`src/rtl/mips_core_pkg.sv`:
```
// Shared core types: physical register handle, map size and commit-map FSM states.
package mips_core_pkg;

  localparam int PHYS_REG_BITS      = 6;
  localparam int COMMIT_MAP_ENTRIES = 32;

  typedef logic [PHYS_REG_BITS-1:0] MipsReg;

  typedef enum logic {
    IDLE,
    RESTORE
  } commit_map_state_t;

endpackage

```
`src/rtl/commit_map_if.sv`:
```
// Retirement writeback stream and hazard control bundles consumed by commit_map.
interface issue_ifc;
  import mips_core_pkg::*;

  logic       issue;
  logic [4:0] logical_address;
  MipsReg     physical_addr;

  modport in  (input  issue, logical_address, physical_addr);
  modport out (output issue, logical_address, physical_addr);
endinterface

interface hazard_control_ifc;
  logic stall;
  logic flush;

  modport in  (input  stall, flush);
  modport out (output stall, flush);
endinterface

```
`src/rtl/commit_free_fifo.sv`:
```
// Small FIFO of freed physical registers; pointers carry an extra wrap bit for full/empty.
module commit_free_fifo #(
  parameter int  DEPTH  = 4,
  parameter type elem_t = mips_core_pkg::MipsReg
) (
  input  logic  clk,
  input  logic  rst_n,
  input  logic  push,
  input  elem_t push_data,
  input  logic  pop,
  output elem_t head,
  output logic  full,
  output logic  empty
);

  localparam int AW = $clog2(DEPTH);

  logic [AW:0] wr_ptr;
  logic [AW:0] rd_ptr;
  elem_t       mem [DEPTH];

  always_ff @(posedge clk or negedge rst_n) begin
    if (!rst_n) begin
      wr_ptr <= '0;
      rd_ptr <= '0;
    end else begin
      if (push) wr_ptr <= wr_ptr + 1'b1;
      if (pop)  rd_ptr <= rd_ptr + 1'b1;
    end
  end

  // NOTE: storage is deliberately not reset; the pointers alone define validity and empty gates the head.
  always_ff @(posedge clk) begin
    if (push) mem[wr_ptr[AW-1:0]] <= push_data;
  end

  assign empty = (wr_ptr == rd_ptr);
  assign full  = (wr_ptr[AW] != rd_ptr[AW]) && (wr_ptr[AW-1:0] == rd_ptr[AW-1:0]);

  always_comb begin
    head = '0;
    if (!empty) head = mem[rd_ptr[AW-1:0]];
  end

endmodule

```
`src/rtl/commit_map.sv`:
```
// Committed logical->physical map: retires writebacks, frees displaced registers, replays on flush.
// Optional COMMIT_MAP_STATS_EN adds stat_commits / stat_frees counters.
module commit_map
  import mips_core_pkg::*;
#(
  parameter int FREE_DEPTH = 4
) (
  input  logic       clk,
  input  logic       rst_n,
  hazard_control_ifc.in i_hc,
  issue_ifc.in       i_wb,
  output logic       commit_ready,
  output logic       free_valid,
  output MipsReg     free_preg,
  input  logic       free_ready,
  output logic       restore_valid,
  output logic [4:0] restore_logical,
  output MipsReg     restore_physical,
  output logic       restore_busy
`ifdef COMMIT_MAP_STATS_EN
  ,
  output logic [31:0] stat_commits,
  output logic [31:0] stat_frees
`endif
);

  commit_map_state_t state, state_next;
  logic [4:0]        idx_next;
  MipsReg            map [COMMIT_MAP_ENTRIES];

  logic   fifo_full;
  logic   fifo_empty;
  logic   pop;
  logic   accept;
  logic   map_we;
  logic   push;
  logic   flush_take;
  MipsReg old_preg;

  assign pop        = free_valid && free_ready;
  assign flush_take = i_hc.flush && !i_hc.stall;
  assign old_preg   = map[i_wb.logical_address];

  // Flush wins over a same-cycle commit, so it is folded into commit_ready.
  assign commit_ready = rst_n && (state == IDLE) && !i_hc.stall && !i_hc.flush
                        && (!fifo_full || pop);
  assign accept = i_wb.issue && commit_ready;
  assign map_we = accept && (i_wb.logical_address != 5'd0);
  assign push   = map_we && (old_preg != i_wb.physical_addr);

  // NOTE: every combinational output gets a default first so no path can infer a latch.
  always_comb begin
    state_next = state;
    idx_next   = '0;
    case (state)
      IDLE: begin
        if (flush_take) state_next = RESTORE;
      end
      RESTORE: begin
        if (flush_take) begin
          idx_next = '0;
        end else if (restore_logical == 5'(COMMIT_MAP_ENTRIES - 1)) begin
          state_next = IDLE;
        end else begin
          idx_next = restore_logical + 5'd1;
        end
      end
      default: state_next = IDLE;
    endcase
  end

  always_ff @(posedge clk or negedge rst_n) begin
    if (!rst_n) begin
      state            <= IDLE;
      restore_valid    <= 1'b0;
      restore_busy     <= 1'b0;
      restore_logical  <= '0;
      restore_physical <= '0;
    end else begin
      state            <= state_next;
      restore_valid    <= (state_next == RESTORE);
      restore_busy     <= (state_next == RESTORE);
      restore_logical  <= (state_next == RESTORE) ? idx_next : '0;
      restore_physical <= (state_next == RESTORE) ? map[idx_next] : '0;
    end
  end

  // The map is architectural state: reset must restore the identity mapping.
  always_ff @(posedge clk or negedge rst_n) begin
    if (!rst_n) begin
      for (int i = 0; i < COMMIT_MAP_ENTRIES; i++) map[i] <= MipsReg'(i);
    end else if (map_we) begin
      map[i_wb.logical_address] <= i_wb.physical_addr;
    end
  end

  commit_free_fifo #(
    .DEPTH  (FREE_DEPTH),
    .elem_t (MipsReg)
  ) u_free_fifo (
    .clk       (clk),
    .rst_n     (rst_n),
    .push      (push),
    .push_data (old_preg),
    .pop       (pop),
    .head      (free_preg),
    .full      (fifo_full),
    .empty     (fifo_empty)
  );

  assign free_valid = !fifo_empty;

`ifdef COMMIT_MAP_STATS_EN
  always_ff @(posedge clk or negedge rst_n) begin
    if (!rst_n) begin
      stat_commits <= '0;
      stat_frees   <= '0;
    end else begin
      if (accept) stat_commits <= stat_commits + 32'd1;
      if (pop)    stat_frees   <= stat_frees + 32'd1;
    end
  end
`endif

endmodule

```
`src/flat_wrapper.sv`:
```
// flat-port wrapper written by rule: the top's interface ports become plain ports
module commit_map_flat import mips_core_pkg::*;
#(
  parameter int FREE_DEPTH = 4
)
  (clk, rst_n, commit_ready, free_valid, free_preg, free_ready, restore_valid, restore_logical, restore_physical, restore_busy, i_hc_stall, i_hc_flush, i_wb_issue, i_wb_logical_address, i_wb_physical_addr);
  hazard_control_ifc i_hc_i ();
  issue_ifc i_wb_i ();
  input  logic clk;
  input  logic rst_n;
  output logic commit_ready;
  output logic free_valid;
  output MipsReg free_preg;
  input  logic free_ready;
  output logic restore_valid;
  output logic [4:0] restore_logical;
  output MipsReg restore_physical;
  output logic restore_busy;
  input wire logic [$bits(i_hc_i.stall)-1:0] i_hc_stall;
  input wire logic [$bits(i_hc_i.flush)-1:0] i_hc_flush;
  input wire logic [$bits(i_wb_i.issue)-1:0] i_wb_issue;
  input wire logic [$bits(i_wb_i.logical_address)-1:0] i_wb_logical_address;
  input wire logic [$bits(i_wb_i.physical_addr)-1:0] i_wb_physical_addr;
  assign i_hc_i.stall = i_hc_stall;
  assign i_hc_i.flush = i_hc_flush;
  assign i_wb_i.issue = i_wb_issue;
  assign i_wb_i.logical_address = i_wb_logical_address;
  assign i_wb_i.physical_addr = i_wb_physical_addr;
  commit_map #(.FREE_DEPTH(FREE_DEPTH)) u_core (.clk(clk), .rst_n(rst_n), .i_hc(i_hc_i), .i_wb(i_wb_i), .commit_ready(commit_ready), .free_valid(free_valid), .free_preg(free_preg), .free_ready(free_ready), .restore_valid(restore_valid), .restore_logical(restore_logical), .restore_physical(restore_physical), .restore_busy(restore_busy));
endmodule
```
`config.mk`:
```
export PLATFORM = sky130hd
export DESIGN_NAME = commit_map_flat
export DESIGN_NICKNAME = d
export VERILOG_FILES = /design/src/rtl/mips_core_pkg.sv /design/src/rtl/commit_map_if.sv /design/src/rtl/commit_free_fifo.sv /design/src/rtl/commit_map.sv /design/src/flat_wrapper.sv
export SDC_FILE = /design/constraint.sdc
export NUM_CORES = 1
export LEC_CHECK = 0
export BUFFER_PORTS_ARGS = -buffer_cell sky130_fd_sc_hd__buf_2
export CORE_MARGIN = 4
export CORE_UTILIZATION = 63
export DETAILED_ROUTE_END_ITERATION = 10
export GPL_ROUTABILITY_DRIVEN = 0
export PLACE_DENSITY = 0.81
export SLEW_MARGIN = 20
export SYNTH_ARGS = -nofsm -noshare
export SYNTH_HDL_FRONTEND = slang
export SYNTH_HIERARCHICAL = 1
export SYNTH_SLANG_ARGS = --single-unit
```
`constraint.sdc`:
```
create_clock -name clk -period 3.34 [get_ports clk]
set_input_delay 0.334 -clock clk [delete_from_list [all_inputs] [get_ports clk]]
set_output_delay 0.334 -clock clk [all_outputs]
set_load 0.01 [all_outputs]
```
==> flow_metrics.tcl, run 1 <==
set metrics [dict create \
    diodes 0 \
    max-cap-violations 0 \
    cp.depth 9 \
    startpoint_type "register" \
    dp_hpwl_mm 22.67 \
    worstSetupPathType "register to register" \
    reg2reg_from "u_core/u_free_fifo/rd_ptr[1]$_DFFE_PN0P_" \
    wirelength_mm 33.31 \
    min_to "u_core/state$_DFF_PN0_" \
    crit_buf_inv 1 \
    antenna_found_initial 0 \
    layout_min_cycle_time_ps 3211 \
    synth_ff_type "dfrtp_1" \
    synth_cells 936 \
    syn_to_final_growth_pct 12.00 \
    cp-end-kind "register" \
    synth.ff_latch_count 234 \
    initial_core_util_pct 64.46 \
    avgSynthCellArea_um2 13.45 \
    grt_pass1_vias 8831 \
    relSlewSlack_pct 35.84 \
    synthArstFlopShare_pct 89.74 \
    hold_viol 0 \
    final_cell_mix "190 x mux2_2, 130 x dfrtp_1, 92 x mux2i_1" \
    rr_endpoint "u_core/map[90]$_DFFE_PN0P_" \
    yosysSeqAreaShare_pct 48.28 \
    clock-sinks 234 \
    io_pins 38 \
    netlist_area_um2 12590 \
    via_per_inst 6.855 \
    drt_first_pass_iters 7 \
    cts_setup_buffers 0 \
    tns_ps 0 \
    fin_worst_hold_slack_ps 249.6 \
    vdd_drop_max_mv 0.4157 \
    ant_nets 0 \
    rsz0062_at_grt "no" \
    grt_pass1_wl_mm 51.75 \
    cp_top_family "simple AND/OR/NAND/NOR gates" \
    ys.warnings.count 6 \
    clockRootBuffer "clkbuf_16" \
    vias 8651 \
    clockBufferDepth 3 \
    finalSetupViolCount 0 \
    hold_class "primary input to register" \
    die_w_um 149.3 \
    dieHeight_um 149.3 \
    drc 0 \
    num_rows 51 \
    dieArea_um2 22300 \
    final_common_cell "mux2_2" \
    slowest_delay_ps 570 \
    wl_per_cell_um 26.39 \
    synth_cell_types 60 \
    tightest_slew_ps 962.5 \
    met2_usage_pct 47.53 \
    min_from "i_hc_flush" \
    total_power_w 0.007334 \
    layout-drive-gt1-share_pct 46.84 \
    arrival_ps 3610 \
    outcome "finished, final reports clean" \
    r2r_setup_slack_ps 130 \
    hold_path_depth 3 \
    core_um2 19530 \
    pwr_density_cell_nw_per_um2 520.3 \
    grt_max_degree 156 \
    cts_made_buffers 25 \
    fmax_mhz 311.4 \
    critPathSlowestCell "dfrtp_1" \
    timing.critical_path.cells "xor2_1, nor3_1, nor2b_1, o21a_1, and2_1, nand2_1, nor2_1, buf_4, mux2_2" \
    clkTransAtPathRegs_ps 60 \
    num-nets-final 1003 \
    synth_nets 960 \
    synth_edf_count 24 \
    fin_skew_ps 17.98 \
    htree_levels 1 \
    leakagePower_nw 6.157 \
    period_share_pct 96.15 \
    reg2reg_depth 9 \
    cp.required_ps 3740 \
    busiest_layer "met2" \
    critical_path.max_fanout 9 \
    met3_usage_pct 8.417 \
    met1_usage_pct 40.72 \
    worstSkewPairLatency_ps 530 \
    drt_iter0_drc 974 \
    grt-ovfl-total 0 \
    cts_tree "yes" \
    grt_usage_pct 30.35 \
    final_max_slew_viol_count 0 \
    io_buffers 37 \
]
sequential cells by signal, summed over array words and instances (netlist names):
| signal | count |
|---|---|
| u_core/u_free_fifo/rd_ptr | 3 |
| u_core/u_free_fifo/mem | 24 |
| u_core/restore_physical | 6 |
| u_core/restore_logical | 5 |
| u_core/state | 1 |
| u_core/u_free_fifo/wr_ptr | 3 |
| u_core/map | 192 |
through the flow:
stage	utilization (%)	instances	setup slack (ps)	instance area, µm²
4_1_cts	72.18	1262	191.7	14090
5_1_grt	72.19	1262	11.75	14100
2_1_floorplan	-	936	504.7	12590
6_report	72.19	1262	128.7	14100
3_5_place_dp	67.84	1216	134.5	13250
3_3_place_gp	67.84	1216	183.7	13250
synth_stat cells (4+ instances only):
master	instances	share of area (%)
ha_1	7	0.70
nand4b_1	5	0.35
dfrtp_1	130	26
nand2_1	56	1.7
nor2b_1	7	0.35
a221oi_1	6	0.42
a211o_1	5	0.35
o31a_1	6	0.42
edfxtp_1	24	5.7
xor2_1	7	0.49
nor3_1	4	0.16
o21ai_0	7	0.28
and3_1	10	0.50
dfstp_2	80	17
mux2i_1	92	7.3
a211oi_1	6	0.36
nor2_1	17	0.51
a21oi_1	18	0.72
buf_4	9	0.54
a32oi_1	5	0.35
and3b_1	4	0.28
nor4_1	12	0.60
mux2_2	190	17
clkbuf_1	38	1.1
a22oi_1	4	0.24
and2_1	6	0.30
buf_2	22	0.87
a32o_1	5	0.40
o22ai_1	32	1.6
nand3b_1	4	0.24
inv_1	5	0.15
nand3_1	9	0.36
mux4_2	53	9.5
buf_6	4	0.36
or4bb_1	5	0.45
layer usage:
metal,vias up,wire [µm]
li1,3658,-
met1,4423,13130
met2,454,15460
met3,116,3186
met4,0,1533
met5,-,0
power breakdown:
part           internal [W]  switching [W]
sequential          0.00293      0.0000603
clock               0.00170        0.00114
combinational      0.000624       0.000880
timing repair:
action,CTS,global route
resized for setup,0,1
endpoints found under the setup margin,0,2
endpoints found under the hold margin,2,0
hold buffers,1,0
worst max path at each step:
stage | endpoint | slack, ps | from
2_1_floorplan | u_core/restore_physical[5]$_DFF_PN0_ | 500 | u_core/restore_logical[0]$_DFF_PN0_
3_3_place_gp | u_core/u_free_fifo/mem[3][5]$_DFFE_PP_ | 180 | i_wb_logical_address[4]
3_5_place_dp | u_core/u_free_fifo/mem[3][2]$_DFFE_PP_ | 130 | i_wb_logical_address[4]
4_1_cts | u_core/restore_physical[3]$_DFF_PN0_ | 190 | u_core/restore_logical[0]$_DFF_PN0_
5_1_grt | u_core/map[90]$_DFFE_PN0P_ | 10 | u_core/u_free_fifo/rd_ptr[1]$_DFFE_PN0P_
6_report | u_core/map[90]$_DFFE_PN0P_ | 130 | u_core/u_free_fifo/rd_ptr[1]$_DFFE_PN0P_
tightest hold or removal path, stage by stage:
cell      delay, ps
buf_2           100
nand2b_1        150
nand2_1         130
final cells by class:
cell class / count / area (µm²)
multi-input cells: 621 / 6125
flip-flops and latches: 234 / 6076
fillers: 1285 / 5430
repair buffers: 91 / 704.4
clock buffers: 29 / 650.6
well taps: 265 / 331.6
clock inverters: 16 / 186.4
inverters: 6 / 22.52
kinds of logic after synthesis:
family | synth area share [%]
AOI/OAI and AO/OA | 5.557
xor gates and xnor gates | 0.8252
DFF | 48.28
buffers and inverters | 3.141
adders and majority gates | 0.6959
and+or+nand+nor | 7.615
muxes | 33.89
No activity file was read; power rests on OpenSTA's default activity.
==> run 2, diff against run 1 <==
--- a/config.mk
+++ b/config.mk
@@ -11,7 +11,7 @@
 export DETAILED_ROUTE_END_ITERATION = 10
 export GPL_ROUTABILITY_DRIVEN = 0
 export PLACE_DENSITY = 0.81
-export SLEW_MARGIN = 20
+export SETUP_SLACK_MARGIN = 0.15
 export SYNTH_ARGS = -nofsm -noshare
 export SYNTH_HDL_FRONTEND = slang
 export SYNTH_HIERARCHICAL = 1
==> run 2 against run 1 <==
  * Routed wire length hardly changed
  * Clock power barely moved
  * Utilization rose by 0.10 points
  * Die area unchanged
  * Highest routed layer unchanged
==> flow_metrics.tcl, run 2 (synthesis gave the netlist of run 1 again) <==
set metrics [dict create \
    initial_core_util_pct 64.46 \
    hold_class "primary input to register" \
    reg2reg_from "u_core/u_free_fifo/rd_ptr[1]$_DFFE_PN0P_" \
    grt_pass1_wl_mm 51.75 \
    antenna_found_initial 0 \
    layout_min_cycle_time_ps 3196 \
    clkTransAtPathRegs_ps 60 \
    cp.required_ps 3740 \
    cts_made_buffers 25 \
    clockRootBuffer "clkbuf_16" \
    leakagePower_nw 6.162 \
    clockBufferDepth 3 \
    startpoint "u_core/u_free_fifo/rd_ptr[1]$_DFFE_PN0P_" \
    hold_viol 0 \
    grt_max_degree 156 \
    tightest_slew_ps 886.3 \
    rsz0062_at_grt "yes" \
    min_from "i_hc_flush" \
    num_rows 51 \
    cp-end-kind "register" \
    cts_tree "yes" \
    ant_nets 0 \
    die_w_um 149.3 \
    seqPwrFrac_pct 40.8 \
    wl_per_cell_um 26.37 \
    drt_iter0_drc 963 \
    reg2reg_depth 8 \
    drt_first_pass_iters 5 \
    setup_slack_ps 143.8 \
    vdd_drop_max_mv 0.4166 \
    startpoint_type "register" \
    r2r_setup_slack_ps 140 \
    period_share_pct 95.69 \
    final_max_slew_viol_count 0 \
    cts_setup_buffers 0 \
    fmax_mhz 312.9 \
    grt-ovfl-total 0 \
    finalSetupViolCount 0 \
    wirelength_mm 33.28 \
    num-nets-final 1003 \
    final_cells 1262 \
    pwr-share-clk_pct 38.6 \
    relSlewSlack_pct 40.91 \
    final_cell_mix "190 x mux2_2, 130 x dfrtp_1, 92 x mux2i_1" \
    max-cap-violations 0 \
    hold_path_depth 3 \
    io_buffers 37 \
    htree_levels 1 \
    worstSetupPathType "register to register" \
    comb_power_share_pct 20.6 \
    critical_path.max_fanout 9 \
    final_common_cell "mux2_2" \
    min_to "u_core/state$_DFF_PN0_" \
    drc 0 \
    dp_hpwl_mm 22.67 \
    regMostFlops "u_core/map" \
    grt_pass1_vias 8831 \
    p_int_w 0.005260 \
    outcome "finished, final reports clean" \
    tns_ps 0 \
    core_um2 19530 \
    io_pins 38 \
    rr_endpoint "u_core/map[101]$_DFFE_PN0P_" \
    vias 8693 \
    fin_skew_ps 15.62 \
    switchingPower_w 0.002070 \
    dieHeight_um 149.3 \
    clock-sinks 234 \
    via_per_inst 6.888 \
    dieArea_um2 22300 \
    pwr_density_cell_nw_per_um2 519.3 \
    diodes 0 \
    arrival_ps 3590 \
    sw_frac_of_total_pct 28.24 \
    syn_to_final_growth_pct 12.16 \
    grt_usage_pct 30.35 \
    place_ws_ps 134.5 \
    layout-drive-gt1-share_pct 47.24 \
    fin_worst_hold_slack_ps 251.5 \
    largest_reg_flops 192 \
    placed_cells 1216 \
    worstSkewPairLatency_ps 520 \
]
run 2: power groups by stage:
stage                     clock network (W)  registers (W)  logic [W]
after floorplan                           0        0.00303    0.00102
after global routing                0.00298        0.00299    0.00161
after global placement                    0        0.00303    0.00146
after CTS                           0.00287        0.00299    0.00149
after detailed placement                  0        0.00304    0.00148
final                               0.00283        0.00299    0.00151
run 2: per-stage QoR:
stage               util, %  instance area, µm²  total power, W
finish                72.29               14120        0.007330
detailed placement    67.84               13250        0.004515
floorplan                 -               12590        0.004042
global placement      67.84               13250        0.004493
CTS                   72.18               14090        0.007352
global route          72.29               14120        0.007584
run 2: repair_timing:
action / 4_1_cts / 5_1_grt
hold buffers: 1 / 0
hold endpoints to repair: 2 / 0
resized for setup: 0 / 8
endpoints found under the setup margin: 0 / 52
run 2: worst max-delay path, cell delays in order, from the launching register on:
cell and delay [ps]:
dfrtp_1 580, xor2_1 220, nor3_1 80, nor2b_1 300, o21a_1 170, and2_1 410, and3_1 430, nand2_1 450
mux2_2 420
run 2: worst max path at each step:
stage,to
6_report,u_core/map[101]$_DFFE_PN0P_
5_1_grt,u_core/map[125]$_DFFE_PN0P_
4_1_cts,u_core/restore_physical[3]$_DFF_PN0_
3_5_place_dp,u_core/u_free_fifo/mem[3][2]$_DFFE_PP_
3_3_place_gp,u_core/u_free_fifo/mem[3][5]$_DFFE_PP_
2_1_floorplan,u_core/restore_physical[5]$_DFF_PN0_
run 2: metal layers:
| metal | global-route usage [%] | up-vias | routed length [µm] |
|---|---|---|---|
| met2 | 47.53 | 491 | 15400 |
| li1 | - | 3668 | - |
| met1 | 40.72 | 4405 | 12920 |
| met5 | 0 | - | 0 |
| met3 | 8.417 | 129 | 3313 |
| met4 | 11.85 | 0 | 1645 |
run 2: final cells by class:
class | count | area [µm²]
clock inverters | 16 | 186.4
repair buffers | 91 | 715.7
inverters | 6 | 22.52
well taps | 265 | 331.6
fillers | 1284 | 5410
flip-flops and latches | 234 | 6076
multi-input cells | 621 | 6133
clock buffers | 29 | 650.6
